===== src/rtl/riva_pkg.sv =====
// riva_pkg: request/transaction types, mode decode and size helpers for the segment fragmenter.
package riva_pkg;

    localparam int IdWidth      = 4;
    localparam int LenWidth     = 16;
    localparam int MaxAddrWidth = 64;
    localparam int NbytesWidth  = 16;

    typedef enum logic {MOP_UNIT, MOP_STRIDED} mop_e;

    typedef enum logic [1:0] {IDLE, SEG_INIT, STALL, FRAG} seg_state_e;

    typedef struct packed {
        logic [IdWidth-1:0]      req_id;
        logic                    is_load;
        mop_e                    mop;
        logic [1:0]              sew;
        logic [LenWidth-1:0]     len;
        logic [LenWidth-1:0]     vstart;
        logic [MaxAddrWidth-1:0] base;
        logic [MaxAddrWidth-1:0] stride;
    } seg_req_t;

    typedef struct packed {
        logic [IdWidth-1:0]      req_id;
        logic [MaxAddrWidth-1:0] addr;
        logic [NbytesWidth-1:0]  nbytes;
        logic                    is_load;
        logic                    last_seg;
        logic                    last_req;
    } frag_txn_t;

    function automatic logic is_strided(input mop_e mop);
        return mop == MOP_STRIDED;
    endfunction

    function automatic logic [3:0] elem_bytes(input logic [1:0] sew);
        return 4'd1 << sew;
    endfunction

    function automatic logic [MaxAddrWidth-1:0] size_min(input logic [MaxAddrWidth-1:0] a,
                                                         input logic [MaxAddrWidth-1:0] b,
                                                         input logic [MaxAddrWidth-1:0] c);
        logic [MaxAddrWidth-1:0] ab;
        ab = a < b ? a : b;
        return ab < c ? ab : c;
    endfunction

endpackage


===== src/rtl/vlsu_req_fifo.sv =====
// vlsu_req_fifo: power-of-two request FIFO with flush; push and pop may coincide when full.
module vlsu_req_fifo #(
    parameter int  Depth = 2,
    parameter type T     = logic
) (
    input  logic clk_i,
    input  logic rst_ni,
    input  logic flush,
    input  logic push,
    input  logic pop,
    input  T     wdata,
    output T     rdata,
    output logic full,
    output logic empty
);

    localparam int PtrW = Depth > 1 ? $clog2(Depth) : 1;
    localparam int CntW = $clog2(Depth + 1);

    T                mem [Depth];
    logic [PtrW-1:0] wptr, rptr;
    logic [CntW-1:0] cnt;

    function automatic logic [PtrW-1:0] inc(input logic [PtrW-1:0] p);
        return p == PtrW'(Depth - 1) ? '0 : p + PtrW'(1);
    endfunction

    assign full  = cnt == CntW'(Depth);
    assign empty = cnt == '0;
    assign rdata = mem[rptr];

    always_ff @(posedge clk_i or negedge rst_ni) begin
        if (!rst_ni) begin
            wptr <= '0;
            rptr <= '0;
            cnt  <= '0;
        end else if (flush) begin
            wptr <= '0;
            rptr <= '0;
            cnt  <= '0;
        end else begin
            if (push) wptr <= inc(wptr);
            if (pop) rptr <= inc(rptr);
            cnt <= cnt + CntW'(push) - CntW'(pop);
        end
    end

    always_ff @(posedge clk_i) begin
        if (push && !flush) mem[wptr] <= wdata;
    end

endmodule


===== src/rtl/vlsu_seg_fragmenter.sv =====
// vlsu_seg_fragmenter: splits unit-stride/strided vector memory requests into
// page- and burst-bounded transactions.
module vlsu_seg_fragmenter #(
    parameter int  ReqQueueDepth = 2,
    parameter int  AddrWidth     = 64,
    parameter int  PageBytes     = 4096,
    parameter int  MaxBurstBytes = 256,
    parameter type vlsu_req_t    = logic,
    parameter type frag_txn_t    = logic
) (
    input  logic      clk_i,
    input  logic      rst_ni,
    input  logic      req_valid_i,
    output logic      req_ready_o,
    input  vlsu_req_t req_i,
    input  logic      core_st_pending_i,
    input  logic      meta_buf_full_i,
    output logic      txn_valid_o,
    input  logic      txn_ready_i,
    output frag_txn_t txn_o,
    output logic      meta_enq_valid_o,
    input  logic      flush_i,
    output logic      busy_o
);

    import riva_pkg::*;

    localparam int SizeW = $clog2(MaxBurstBytes) + 1;

    seg_state_e           state, state_nx;
    seg_req_t             cur;
    vlsu_req_t            head;
    riva_pkg::frag_txn_t  txn;
    logic                 full, empty, pop, push;
    logic [AddrWidth-1:0] addr, seg_next, seg_rem, stride, base, start_unit, start_str, room;
    logic [LenWidth-1:0]  nr, segs_left;
    logic [SizeW-1:0]     nb;
    logic [3:0]           eb;
    logic                 strided, blocked, first, last_seg, last_req, hs;

    vlsu_req_fifo #(.Depth(ReqQueueDepth), .T(vlsu_req_t)) i_fifo (
        .clk_i (clk_i),
        .rst_ni(rst_ni),
        .flush (flush_i),
        .push  (push),
        .pop   (pop),
        .wdata (req_i),
        .rdata (head),
        .full  (full),
        .empty (empty)
    );

    assign pop         = state == IDLE && !empty && !flush_i;
    assign req_ready_o = !flush_i && (!full || pop);
    assign push        = req_valid_i && req_ready_o;

    assign strided    = is_strided(cur.mop);
    assign eb         = elem_bytes(cur.sew);
    assign blocked    = core_st_pending_i || meta_buf_full_i;
    assign stride     = cur.stride[AddrWidth-1:0];
    assign base       = cur.base[AddrWidth-1:0];
    assign nr         = cur.len > cur.vstart ? cur.len - cur.vstart : '0;
    assign start_unit = base + (AddrWidth'(cur.vstart) << cur.sew);
    assign start_str  = base + AddrWidth'(cur.vstart) * stride;

    // Bytes left before the next page boundary; equals PageBytes when page-aligned.
    assign room     = AddrWidth'(PageBytes) - (addr & AddrWidth'(PageBytes - 1));
    assign nb       = SizeW'(size_min(64'(seg_rem), 64'(room), 64'(MaxBurstBytes)));
    assign last_seg = AddrWidth'(nb) == seg_rem;
    assign last_req = last_seg && segs_left == '0;

    assign txn_valid_o      = state == FRAG;
    assign hs               = txn_valid_o && txn_ready_i;
    assign meta_enq_valid_o = state == FRAG && first;
    assign busy_o           = !empty || state != IDLE;

    assign txn = '{req_id: cur.req_id, addr: 64'(addr), nbytes: NbytesWidth'(nb),
                   is_load: cur.is_load, last_seg: last_seg, last_req: last_req};
    assign txn_o = frag_txn_t'(txn);

    always_comb begin
        state_nx = state;
        case (state)
            IDLE:     state_nx = pop ? SEG_INIT : IDLE;
            SEG_INIT: state_nx = nr == '0 ? IDLE : blocked ? STALL : FRAG;
            STALL:    state_nx = blocked ? STALL : FRAG;
            FRAG:     state_nx = hs && last_req ? IDLE : FRAG;
        endcase
        if (flush_i) state_nx = IDLE;
    end

    always_ff @(posedge clk_i or negedge rst_ni) begin
        if (!rst_ni) begin
            state     <= IDLE;
            cur       <= '0;
            addr      <= '0;
            seg_next  <= '0;
            seg_rem   <= '0;
            segs_left <= '0;
            first     <= 1'b0;
        end else begin
            state <= state_nx;
            if (pop) cur <= seg_req_t'(head);
            // first stays set through STALL so the meta pulse lands on the first FRAG cycle
            if (state == SEG_INIT) begin
                addr      <= strided ? start_str : start_unit;
                seg_next  <= start_str + stride;
                seg_rem   <= strided ? AddrWidth'(eb) : AddrWidth'(nr) << cur.sew;
                segs_left <= strided ? nr - LenWidth'(1) : '0;
                first     <= 1'b1;
            end else if (state == FRAG) begin
                first <= 1'b0;
                if (hs && !last_seg) begin
                    addr    <= addr + AddrWidth'(nb);
                    seg_rem <= seg_rem - AddrWidth'(nb);
                end else if (hs && !last_req) begin
                    addr      <= seg_next;
                    seg_next  <= seg_next + stride;
                    seg_rem   <= AddrWidth'(eb);
                    segs_left <= segs_left - LenWidth'(1);
                end
            end
        end
    end

endmodule


===== config.mk =====
export PLATFORM = sky130hd
export DESIGN_NAME = vlsu_seg_fragmenter
export DESIGN_NICKNAME = d
export VERILOG_FILES = /design/src/rtl/riva_pkg.sv /design/src/rtl/vlsu_req_fifo.sv /design/src/rtl/vlsu_seg_fragmenter.sv
export SDC_FILE = /design/constraint.sdc
export NUM_CORES = 1
export LEC_CHECK = 0
export ABC_AREA = 1
export BUFFER_PORTS_ARGS = -buffer_cell sky130_fd_sc_hd__buf_2
export CORE_MARGIN = 4
export CORE_UTILIZATION = 46
export CTS_CLUSTER_SIZE = 20
export DETAILED_ROUTE_END_ITERATION = 12
export SLEW_MARGIN = 0
export SYNTH_ARGS = -nofsm -noshare
export SYNTH_HDL_FRONTEND = slang
export SYNTH_SLANG_ARGS = --single-unit

===== constraint.sdc =====
create_clock -name clk_i -period 5.3 [get_ports clk_i]
set_input_delay 0.265 -clock clk_i [delete_from_list [all_inputs] [get_ports clk_i]]
set_output_delay 0.265 -clock clk_i [all_outputs]
set_load 0.02 [all_outputs]

==> results of run 1 <==
[final cells by class]
class | count | area [µm²] | share of cell area
inverter | 162 | 610.6 | 0.06206
timing repair buffer | 26 | 198.9 | 0.02022
clock buffer | 17 | 425.4 | 0.04324
tap | 260 | 325.3 | 0.03307
multi-input combinational | 1048 | 5265 | 0.5352
sequential | 114 | 2863 | 0.2910
clock inverter | 15 | 150.1 | 0.01526
[flip-flops by register name, summed over array words and instances (netlist names)]
signal / flops
seg_next: 12
i_fifo.wptr: 1
addr: 12
i_fifo.cnt: 2
first: 1
segs_left: 16
seg_rem: 64
state: 2
i_fifo.mem: 2
stride: 1
i_fifo.rptr: 1
[worst paths after layout]
path | start | end | slack (ns) | cells after the start
max reg2reg | addr[0] | seg_rem[52] | 0.52 | 29
min reg2reg | seg_next[10] | seg_next[10] | 0.49 | 2
max in group asynchronous | rst_ni | seg_next[5] | 3.51 | 3
min in group asynchronous | rst_ni | seg_rem[35] | 0.43 | 2
max | addr[4] | txn_o | 0.44 | 23
min | req_i | i_fifo.mem[1] | 0.04 | 1
[per-stage QoR]
| step | hold slack, ns | instance area (µm²) | worst slack, ns | utilization | std cells |
|---|---|---|---|---|---|
| 2_1_floorplan | -0.03059 | 8872 | 0.9507 | - | 1347 |
| 3_3_place_gp | 0.3421 | 9195 | 0.3833 | 0.4883 | 1608 |
| 3_5_place_dp | 0.3528 | 9195 | 0.2493 | 0.4883 | 1608 |
| 4_1_cts | 0.02386 | 9794 | 0.05622 | 0.5201 | 1642 |
| 5_1_grt | 0.02558 | 9838 | 0.002947 | 0.5225 | 1642 |
| 6_report | 0.04476 | 9838 | 0.4369 | 0.5225 | 1642 |
[cells in the final DEF (no fill, tap or decap), types with 12 or more instances in the layout]
cell type  instances
nand2_1          409
or2_2             22
xnor2_1           16
nor3_1            23
o21ai_1           62
nand3_1          127
nand4_1           27
ha_1              35
nor2_1           173
clkbuf_16         17
a21oi_1           27
xor2_1            33
dfrtp_1          112
nor2_2            12
o21ai_0           31
inv_1            150
[worst register-to-register path, delay by kind of cell, from the launching register on]
| kind | cells | cell delay (ns) |
|---|---|---|
| flops | 1 | 0.43 |
| buf+inv | 4 | 0.36 |
| simple gates | 21 | 2.85 |
| fa+ha+maj | 4 | 1.02 |
[layer usage]
metal  part of all wire  vias to the layer above  wire [µm]
li1                   -                     4349          -
met1               0.49                     3897      12100
met2               0.46                      202      11390
met3              0.043                       22       1071
met4              0.013                        0        327
met5                  0                        -          0
[kinds of logic after synthesis]
group | after synthesis
mux | 1
flops | 114
simple gates | 824
xor+xnor | 49
buf+inv | 185
fa+ha+maj | 38
compound gates | 136
[what timing repair did]
item	4_1_cts	5_1_grt
setup buffers	1	0
endpoints found under the hold margin	49	0
hold buffers	1	0
pin swaps	1	0
resized for setup	1	12
setup endpoints to repair	1	103
==> out/metrics.yaml, run 1 <==
sta:
  setup_tns_ns: 0
  post-route-min-period_ns: 4.863
  timing.fmax_mhz: 205.6
  finalSetupViolations: 0
  tightest_slew_ns: 0.9029
  maxSlewHeadroom: 0.3981
  fin_crit_sh: 0.9176
  fin_skew_ns: 0.009161
  hold_violations: 0
  drv_slew: 0
  rsz0062_at_grt: "no"
synth:
  synth-xor-area-share: 0.04837
  yosys-top-cells-area: "dfrtp_1 32%, nand2_1 17%, nor2_1 7.5%"
  syn_area_mm2: 0.008872
  synth_ff_type: "dfrtp_1"
  ys_warn_count: 0
  synth.most_common_cell: "nand2_1"
  synth_top_family_by_area: "simple AND/OR/NAND/NOR gates"
  synth_mux_area_frac: 0.001128
  avgSynthCellArea_um2: 6.587
  ys_types: 45
  yosysSeqAreaShare: 0.3227
  synthAdderAreaFrac: 0.05528
  yosys.area_share.simple: 0.4016
  synth_compound_area_frac: 0.08179
  synth_edf_count: 2
  netlist.area_leader.share: 0.3159
  synth_area_leader_cell: "dfrtp_1"
  synthArstFlopShare: 0.9825
  synth_common_cells: "409 x nand2_1, 178 x nor2_1, 150 x inv_1"
  postSynthCellCount: 1347
  syn_nets: 1393
  synth_seq_cells: 114
route:
  antenna_left: 0
  wl_per_cell_um: 15.15
  first_pass_iters: 6
  drc: 0
  vias: 8470
  drt_iter0_markers: 584
  viasPerCell: 5.158
  routed_wl_um: 24880
global_route:
  use_met2: 0.3807
  grt_start_max_net_pins: 64
  grt_usage: 0.2374
  use_met1: 0.3403
  use_met3: 0.03640
  grt_antenna_before_repair: 0
  grt_pass1_vias: 8080
  grt_pass1_wl_um: 41680
  busiest_layer: "met2"
  overflow: 0
cells_and_area:
  diodes: 0
  nets: 1415
  fillerInstances: 1915
  post_route_cells_drive_above_1_share: 0.09334
  areaGrowthSynthToFinish_pct: 10.89
critical_path:
  crit_slowest_cell: "dfrtp_1"
  cp.arrival_ns: 4.60
  worst-path-buf-inv: 3
  end_kind: "output pin"
  worstSetupPathType: "flip-flop to output pin"
  start_kind: "flip-flop"
  max_stage_delay_ns: 0.45
  crit_family: "simple AND/OR/NAND/NOR gates"
  required_ns: 5.04
  crit_top_cell: "nand2_1"
  crit_chain: "inv_1 -> nand4_1 -> or2_2 -> xor2_1 -> ha_1 -> a21oi_1 -> nor2_1 -> nor3_1 -> nand2_1 -> nand3_2 -> nand3_4 -> nand2_1 -> nand2_4 -> nand2_1 -> inv_1 -> ha_1 -> nand2_1 -> nor2_1 -> nand3_1 -> nor2_2 -> nand2_2 -> nor4_4 -> buf_2"
  path_max_fanout: 10
job:
  drv_cap: 0
clock_network:
  numCtsBuffers: 17
  clockBufferDepth: 2
  path_clk_slew_ns: 0.06
  ctsRootBufferMaster: "clkbuf_16"
  cts_tree: "built"
  clk_latency_ns: 0.42
  htreeDepth: 4
  clock-sinks: 114
die:
  core_area_mm2: 0.01883
  die_h_um: 146.9
  die_area_mm2: 0.02157
  io_pins: 13
  die_x_um: 146.9
  rows: 50
  initial_core_util: 0.4712
worst_hold_path:
  hold_class: "input pin to flip-flop"
status:
  outcome: "finished clean"
placed_design:
  gp_congestion: 0.9238
  port_buffers: 12
  hpwl_um: 18850
Power of run 1 is not shown: default switching activity piles up to over one toggle a cycle in this logic, so the estimate is an artifact.
==> inputs of run 2 (changes only) <==
Settings changed: CORE_UTILIZATION 46 to 40.
==> run 2 against run 1 <==
  * The run now ends with hold timing left
  * Critical path type unchanged
  * Die area rose by 14%
  * Register-to-register slack got worse by 0.08 ns
  * Hold slack worse by 0.077 ns
  * Global-route usage is 2.3 points lower
  * Sequential share of layout area decreased by 0.15 points
  * Clock-buffer cell count is the same
  * Wire length is 1.9% higher
  * Flip-flop and latch count stayed put
  * Worst setup slack lost 0.034 ns
  * Final cell count rose by 1.4%
==> out/metrics.yaml, run 2 (synthesis gave the netlist of run 1 again) <==
global_route:
  grt_pass1_vias: 8312  # +2.9%
  grt_start_max_net_pins: 69  # +7.8%
  overflow: 0  # unchanged
  grt_pass1_wl_um: 42300  # +1.5%
  grt_antenna_before_repair: 0  # unchanged
  grt_usage: 0.2145  # -0.02291
sta:
  hold_violations: 59  # +59
  timing.hold.ws_ns: -0.03235  # -0.07710 ns
  fin_crit_sh: 0.9241  # +0.006485
  tightest_slew_ns: 0.8970  # -0.005863 ns
  drv_slew: 0  # unchanged
  post-route-min-period_ns: 4.898  # +0.03437 ns
  setup_ws_ns: 0.4025  # -0.03437 ns
  fin_skew_ns: 0.008809  # -0.0003525 ns
  maxSlewHeadroom: 0.4020  # +0.003908
  finalSetupViolations: 0  # unchanged
  timing.fmax_mhz: 204.2  # -0.70%
placed_design:
  dpl_worst_slack_ns: 0.2893  # +0.04004 ns
  port_buffers: 12  # unchanged
  gp_congestion: 0.9069  # -1.8%
  hpwl_um: 19240  # +2.1%
cells_and_area:
  largest_reg_flops: 64  # unchanged
  areaGrowthSynthToFinish_pct: 11.47
  diodes: 0  # unchanged
  regMostFlops: "seg_rem"
  utilization: 0.4532  # -0.06930
  nets: 1418  # +0.21%
  final_cell_mix: "409 x nand2_1, 174 x nor2_1, 150 x inv_1"
  layout_commonest_cell: "nand2_1"
  top_regs: "seg_rem: 64 flops, segs_left: 16 flops"
  post_route_cells_drive_above_1_share: 0.09386  # +0.0005198
critical_path:
  reg2reg_to: "seg_rem[5]"
  path_max_fanout: 10  # unchanged
  cp.arrival_ns: 4.63  # +0.03 ns
  end_kind: "output pin"
  r2r_start: "addr[3]"
  reg2reg_depth: 28  # -3.4%
  start_kind: "flip-flop"
  worstSetupPathType: "flip-flop to output pin"
  reg2reg_slack_ns: 0.44  # -0.08 ns
  required_ns: 5.04  # about the same
route:
  antenna_left: 0  # unchanged
  vias: 8582  # +1.3%
  viasPerCell: 5.154  # about the same
  wl_per_cell_um: 15.22  # +0.45%
  routed_wl_um: 25340  # +1.9%
  first_pass_iters: 5  # -1
  drc: 0  # unchanged
  drt_iter0_markers: 706  # +21%
clock_network:
  clockBufferDepth: 2  # unchanged
  cts_tree: "built"
  path_clk_slew_ns: 0.06  # about the same
  clock-sinks: 114  # unchanged
  htreeDepth: 4  # unchanged
  numCtsBuffers: 17  # unchanged
  hold_buffers: 0  # -1
  ctsRootBufferMaster: "clkbuf_16"
  clk_latency_ns: 0.42  # about the same
die:
  io_pins: 13  # unchanged
  die_x_um: 156.9  # +6.8%
  die_area_mm2: 0.02463  # +14%
  rows: 54  # +8.0%
  initial_core_util: 0.4065  # -0.06462
  die_h_um: 156.9  # +6.8%
  core_area_mm2: 0.02182  # +16%
worst_hold_path:
  hold_class: "input pin to asynchronous set/reset pin"
status:
  outcome: "finished, violations left"
  violations: "hold timing"
job:
  drv_cap: 0  # unchanged
## run 2: worst max-delay path, stage by stage, from the launching register on
cell     delay (ns)
dfrtp_1        0.42
inv_1          0.18
nand4_1        0.11
nor2_1         0.25
xor2_1         0.31
inv_1          0.08
ha_1           0.29
nand2_1        0.08
nor2_1         0.05
nor3_1         0.15
nand2_1        0.11
nand3_1        0.18
nand3_4        0.16
nand2_1        0.14
nand2_4        0.12
nand2_1        0.08
inv_1          0.06
ha_1           0.33
nand2_1        0.06
nor2_1         0.19
nand3_1        0.12
nor2_2         0.16
nand2_2        0.17
nor4_4         0.20
buf_4          0.20
## run 2: worst max-delay path by stage
stage                     depth (start not counted)  slack [ns]     from           to
after detailed placement                         31        0.29  addr[0]  seg_rem[26]
after floorplan                                  22        0.95  addr[0]        txn_o
after CTS                                        25        0.02  addr[0]        txn_o
final                                            24        0.40  addr[3]        txn_o
after global placement                           30        0.34  addr[0]   seg_rem[3]
after global routing                             29       -0.03  addr[0]   seg_rem[4]
## run 2: per-layer routing
layer | global-route usage | vias up | wire [µm]
met1 | 0.2866 | 3980 | 11680
met4 | 0.07397 | 0 | 645
li1 | - | 4366 | -
met3 | 0.03684 | 43 | 1119
met2 | 0.3528 | 193 | 11900
met5 | 0 | - | 0
## run 2: repair_timing
item,CTS,global route
setup buffers,0,3
resized for setup,0,10
setup endpoints to repair,0,96
## run 2: stage by stage
| stage | instance area (µm²) | setup TNS, ns | instances |
|---|---|---|---|
| after floorplan | 8872 | 0 | 1347 |
| final | 9889 | 0 | 1665 |
| after global routing | 9889 | -0.1773 | 1665 |
| after detailed placement | 9235 | 0 | 1630 |
| after global placement | 9235 | 0 | 1630 |
| after CTS | 9824 | 0 | 1662 |
## run 2: area by class of cell
type	count	area [µm²]
clock inverters	15	163.9
repair buffers	29	217.7
multi-input cells	1048	5259
clock buffers	17	425.4
fillers	2260	11930
flip-flops and latches	114	2863
well taps	280	350.3
inverters	162	610.6
Power of run 2 is left out for the same reason.
